--- src/rtl/ff_bank_multimode.sv ---
// Bank of WIDTH clocked storage bits with run-time D/T/SR/JK behaviour,
// synchronous load, per-bit change detect and SR conflict reporting.
module ff_bank_multimode #(
  parameter int               WIDTH     = 8,
  parameter logic [WIDTH-1:0] RESET_VAL = '0,
  parameter int               SR_POLICY = 0
) (
  input  logic             clk,
  input  logic             rst,
  input  logic             en,
  input  logic [1:0]       mode,
  input  logic [WIDTH-1:0] a,
  input  logic [WIDTH-1:0] b,
  input  logic             load,
  input  logic [WIDTH-1:0] load_val,
  input  logic             flag_clr,
  output logic [WIDTH-1:0] q,
  output logic [WIDTH-1:0] qn,
  output logic [WIDTH-1:0] changed,
  output logic [WIDTH-1:0] conflict_mask,
  output logic             sr_conflict
);

  typedef enum logic [1:0] {
    M_D  = 2'b00,
    M_T  = 2'b01,
    M_SR = 2'b10,
    M_JK = 2'b11
  } mode_e;

  mode_e mode_s;
  assign mode_s = mode_e'(mode);

  logic [WIDTH-1:0] set_m;
  logic [WIDTH-1:0] clr_m;
  logic [WIDTH-1:0] both_m;

  assign set_m  = a & ~b;
  assign clr_m  = ~a & b;
  assign both_m = a & b;

  logic [WIDTH-1:0] d_nx;
  logic [WIDTH-1:0] t_nx;
  logic [WIDTH-1:0] sr_base;
  logic [WIDTH-1:0] sr_nx;
  logic [WIDTH-1:0] jk_nx;

  assign d_nx    = a;
  assign t_nx    = q ^ a;
  assign sr_base = (q & ~clr_m) | set_m;
  assign jk_nx   = (a & ~q) | (~b & q);

  // S=R=1 bits keep q in sr_base; the policy only overrides those bits.
  always_comb begin
    sr_nx = sr_base;
    if (SR_POLICY == 1) begin
      sr_nx = sr_base | both_m;
    end else if (SR_POLICY == 2) begin
      sr_nx = sr_base & ~both_m;
    end
  end

  logic [WIDTH-1:0] mode_nx;
  logic [WIDTH-1:0] mode_cm;

  always_comb begin
    mode_nx = q;
    mode_cm = '0;
    unique case (mode_s)
      M_D:  mode_nx = d_nx;
      M_T:  mode_nx = t_nx;
      M_SR: begin
        mode_nx = sr_nx;
        mode_cm = both_m;
      end
      M_JK: mode_nx = jk_nx;
      default: mode_nx = q;
    endcase
  end

  logic [WIDTH-1:0] q_nx;
  logic [WIDTH-1:0] cm_nx;

  always_comb begin
    q_nx  = q;
    cm_nx = '0;
    if (load) begin
      q_nx = load_val;
    end else if (en) begin
      q_nx  = mode_nx;
      cm_nx = mode_cm;
    end
  end

  always_ff @(posedge clk) begin
    if (rst) begin
      q             <= RESET_VAL;
      qn            <= ~RESET_VAL;
      changed       <= '0;
      conflict_mask <= '0;
      sr_conflict   <= 1'b0;
    end else begin
      q             <= q_nx;
      qn            <= ~q_nx;
      changed       <= q_nx ^ q;
      conflict_mask <= cm_nx;
      // a fresh conflict outranks a same-edge clear
      if (|cm_nx) begin
        sr_conflict <= 1'b1;
      end else if (flag_clr) begin
        sr_conflict <= 1'b0;
      end
    end
  end

endmodule

--- config.mk ---
export PLATFORM = sky130hd
export DESIGN_NAME = ff_bank_multimode
export DESIGN_NICKNAME = d
export VERILOG_FILES = /design/src/rtl/ff_bank_multimode.sv
export SDC_FILE = /design/constraint.sdc
export NUM_CORES = 1
export LEC_CHECK = 0
export BUFFER_PORTS_ARGS = -buffer_cell sky130_fd_sc_hd__clkbuf_2
export CAP_MARGIN = 25
export CORE_ASPECT_RATIO = 1.25
export CORE_MARGIN = 2
export CORE_UTILIZATION = 50
export CTS_BUF_LIST = sky130_fd_sc_hd__clkbuf_8 sky130_fd_sc_hd__clkbuf_16
export DETAILED_ROUTE_END_ITERATION = 16
export PLACE_DENSITY_LB_ADDON = 0.3
export SLEW_MARGIN = 20
export SYNTH_ARGS = -nofsm -noshare
export SYNTH_HDL_FRONTEND = slang
export SYNTH_SLANG_ARGS = --single-unit
--- constraint.sdc ---
create_clock -name clk -period 2 [get_ports clk]
set_clock_uncertainty 0.15 [all_clocks]
set_input_delay 0.1 -clock clk [delete_from_list [all_inputs] [get_ports clk]]
set_output_delay 0.1 -clock clk [all_outputs]
set_load 0.01 [all_outputs]
==> summary.txt <==
Yosys
  • Mean Syn Cell Area: 7.86 sq um
  • Seq cells post-synth: 33
  • Synth Instances: 248
  • Most used DFF post-synth: dfxtp_1
  • Synthesized area: 1950 sq um
  • Area leader, netlist: dfxtp_1
  • Mux share of post-synthesis cell area: 3.60%
  • Netlist cell types: 37
  • Simple-gate share of the synthesized area: 18.9%
  • Post-synthesis sequential area ratio: 33.9%
  • Post-synth EDFFs: 0
  • Syn Nets: 279
  • Top area cells in the synthesized netlist: dfxtp_1 (34%), a21oi_1 (11%), nand3b_1 (5.0%)
  • Synth warn: 0
  • Largest family of logic cells by synthesized area: compound AO/OA/AOI/OAI gates
  • Share of the synthesized area in the top cell type: 33.9%
  • XOR/XNOR Fraction of Synth Area: 4.05%
  • Post-Synth Adder-Cell Area: 0%
  • Async S/R FF share, synth: 0%
  • Synth Area in Compound Gates: 31.1%

Power
  • Int Power: 1.20 mW
  • Peak VDD IR: 0.365 mV
  • Power per cell area: 671 nW/um^2
  • Static leakage power: 1.10 nW
  • Sequential power share: 43.5%
  • Sw Ratio: 29.4%
  • Clock Power Share: 33.1%
  • Logic pwr share: 23.4%
  • Net Sw Power: 0.497 mW

Layout
  • # diodes: 0
  • Fillers: 313
  • Most common cell after layout, fill and taps aside: clkbuf_2
  • # nets final: 352
  • Layout cells sized above 1: 24.8%
  • Commonest cells after routing, fill and taps aside: clkbuf_2 (63), a21oi_1 (42), dfxtp_1 (33), nand2_1 (18), dlygate4sd3_1 (18)
  • Area growth syn-to-layout: 29.5%

Routing
  • Wire per inst: 13.5 um
  • Via/cell ratio: 5.72
  • Vias: 2072
  • DR pass1 iterations: 4
  • ANT nets after route: 0
  • Post-route DRC violation count: 0
  • Drt initial violations: 101
  • Detailed Route WL: 4.89 mm

Place
  • Placer Congestion: 0.790
  • Dpl hpwl: 3.36 mm
  • IO buf count: 63

STA
  • Worst slew pin tran: 0.457 ns
  • Minimum hold slack: 0.0294 ns
  • RSZ-0062 raised after global routing: false
  • Setup TNS: 0 ns
  • Final setup fails: 0
  • Minimum clock period: 1.45 ns
  • Max Slew Vio Count: 0
  • Final Hold Viols: 0
  • Tcrit/Tclk final: 72.4%
  • Max Clock Freq: 691 MHz
  • Relative slew slack: 69.5%

Clock tree
  • Worst-path clk slew: 0.06 ns
  • Htree depth: 2
  • CTS resizes: 0
  • Clock latency on the worst-skew pair: 0.28 ns
  • Max clock buf depth: 2
  • CTS tree: yes
  • TritonCTS Buffers: 5
  • Clock tree sinks: 33
  • Clock root buffer: clkbuf_8

Setup path
  • CP Capture Type: register
  • Crit Path Max Fanout: 7
  • R2R cell count: 4
  • CP Data Required Time: 2.02 ns
  • CP startpoint kind: register
  • CP Data Arrival Time: 1.47 ns
  • Critical path class: reg -> reg

Floorplan
  • DIE HEIGHT: 73.8 um
  • Effective utilization at floorplan: 51.9%
  • Die area: 4410 sq um
  • I/O pin total: 64
  • Die width: 59.8 um
  • Core region area: 3750 sq um
  • Row Count: 25

GRT
  • Initial antenna violation count: 0
  • Global route overflow: 0
  • Tot GR Track Use: 23.6%
  • First-pass GRT wire length: 8.05 mm
  • Vias in the first global route: 1784
  • Pin count of the biggest net entering global routing: 40

Outcome
  • Status: finished clean

Min path
  • Worst hold path class: in -> reg
  • Hold path depth: 3

Job
  • Max-cap violation count: 0
==> cells by family after synthesis <==
group / after synthesis
AO/OA/AOI/OAI: 95
XOR/XNOR: 9
buffers and inverters: 35
flip-flops: 33
multiplexers: 7
AND/OR/NAND/NOR: 69
==> flip-flops by register name, summed over array words and instances, names as in the netlist <==
signal and cells:
q 8, qn 8, conflict_mask 8, sr_conflict 1, changed 8
==> per-layer routing <==
layer	track usage (%)	part of all wire (%)	routed length (um)	vias up
met5	0	0	0	-
met4	9.38	1.7	84	0
met3	4.05	4.9	240	8
met2	40.6	50	2450	65
met1	28.7	43	2110	963
li1	-	-	-	1036
==> layout make-up <==
cell class,instances,area (sq um),area share (%)
multi-input cells,180,1120,44.5
flip-flops and latches,33,661,26.2
repair buffers,86,533,21.1
clock buffers,7,96.3,3.82
inverters,15,56.3,2.23
well taps,40,50.0,1.98
clock inverters,1,5.00,0.198
==> power groups by stage <==
stage / logic (mW) / registers [mW] / clock network [mW]
final: 0.397 / 0.737 / 0.560
after global routing: 0.443 / 0.743 / 0.593
after CTS: 0.396 / 0.736 / 0.572
after detailed placement: 0.365 / 0.751 / 0
after global placement: 0.358 / 0.750 / 0
after floorplan: 0.229 / 0.762 / 0
==> per-stage QoR <==
stage	power, mW	utilization (%)	cell area [sq um]	cells	worst slack [ns]
floorplan	0.992	-	1950	248	0.506
global placement	1.11	59.7	2240	336	0.389
detailed placement	1.12	59.7	2240	336	0.344
CTS	1.70	67.2	2520	362	0.548
global route	1.78	67.2	2520	362	0.402
finish	1.69	67.2	2520	362	0.552
==> cell usage after synthesis (all sizes together) (2+ instances only) <==
| cell | number |
|---|---|
| o22ai | 7 |
| a211oi | 7 |
| a221o | 7 |
| o21ai | 12 |
| nand3b | 14 |
| xnor2 | 8 |
| a221oi | 7 |
| inv | 15 |
| a21oi | 43 |
| nand4 | 2 |
| dfxtp | 33 |
| mux2i | 7 |
| clkbuf | 11 |
| o21a | 6 |
| buf | 9 |
| nor2b | 2 |
| nand2b | 11 |
| nor2 | 17 |
| nand2 | 19 |
==> worst max-delay path: stages, from the launching register on <==
cell and delay (ns):
dfxtp_1 0.47, inv_1 0.11, mux2i_1 0.17, a21oi_1 0.11, a221o_1 0.33
==> what timing repair did <==
item,4_1_cts,5_1_grt
hold endpoints to repair,25,0
buffers inserted,0,0
hold buffers,18,0
==> worst paths after layout <==
check,from,slack (ns),to
worst min-delay path,a[7],0.03,conflict_mask[7]
worst max register to register,q[2],0.55,qn[2]
worst max-delay path,q[2],0.55,qn[2]
worst min register to register,sr_conflict,0.37,sr_conflict
No activity file was read; power rests on OpenSTA's default activity.
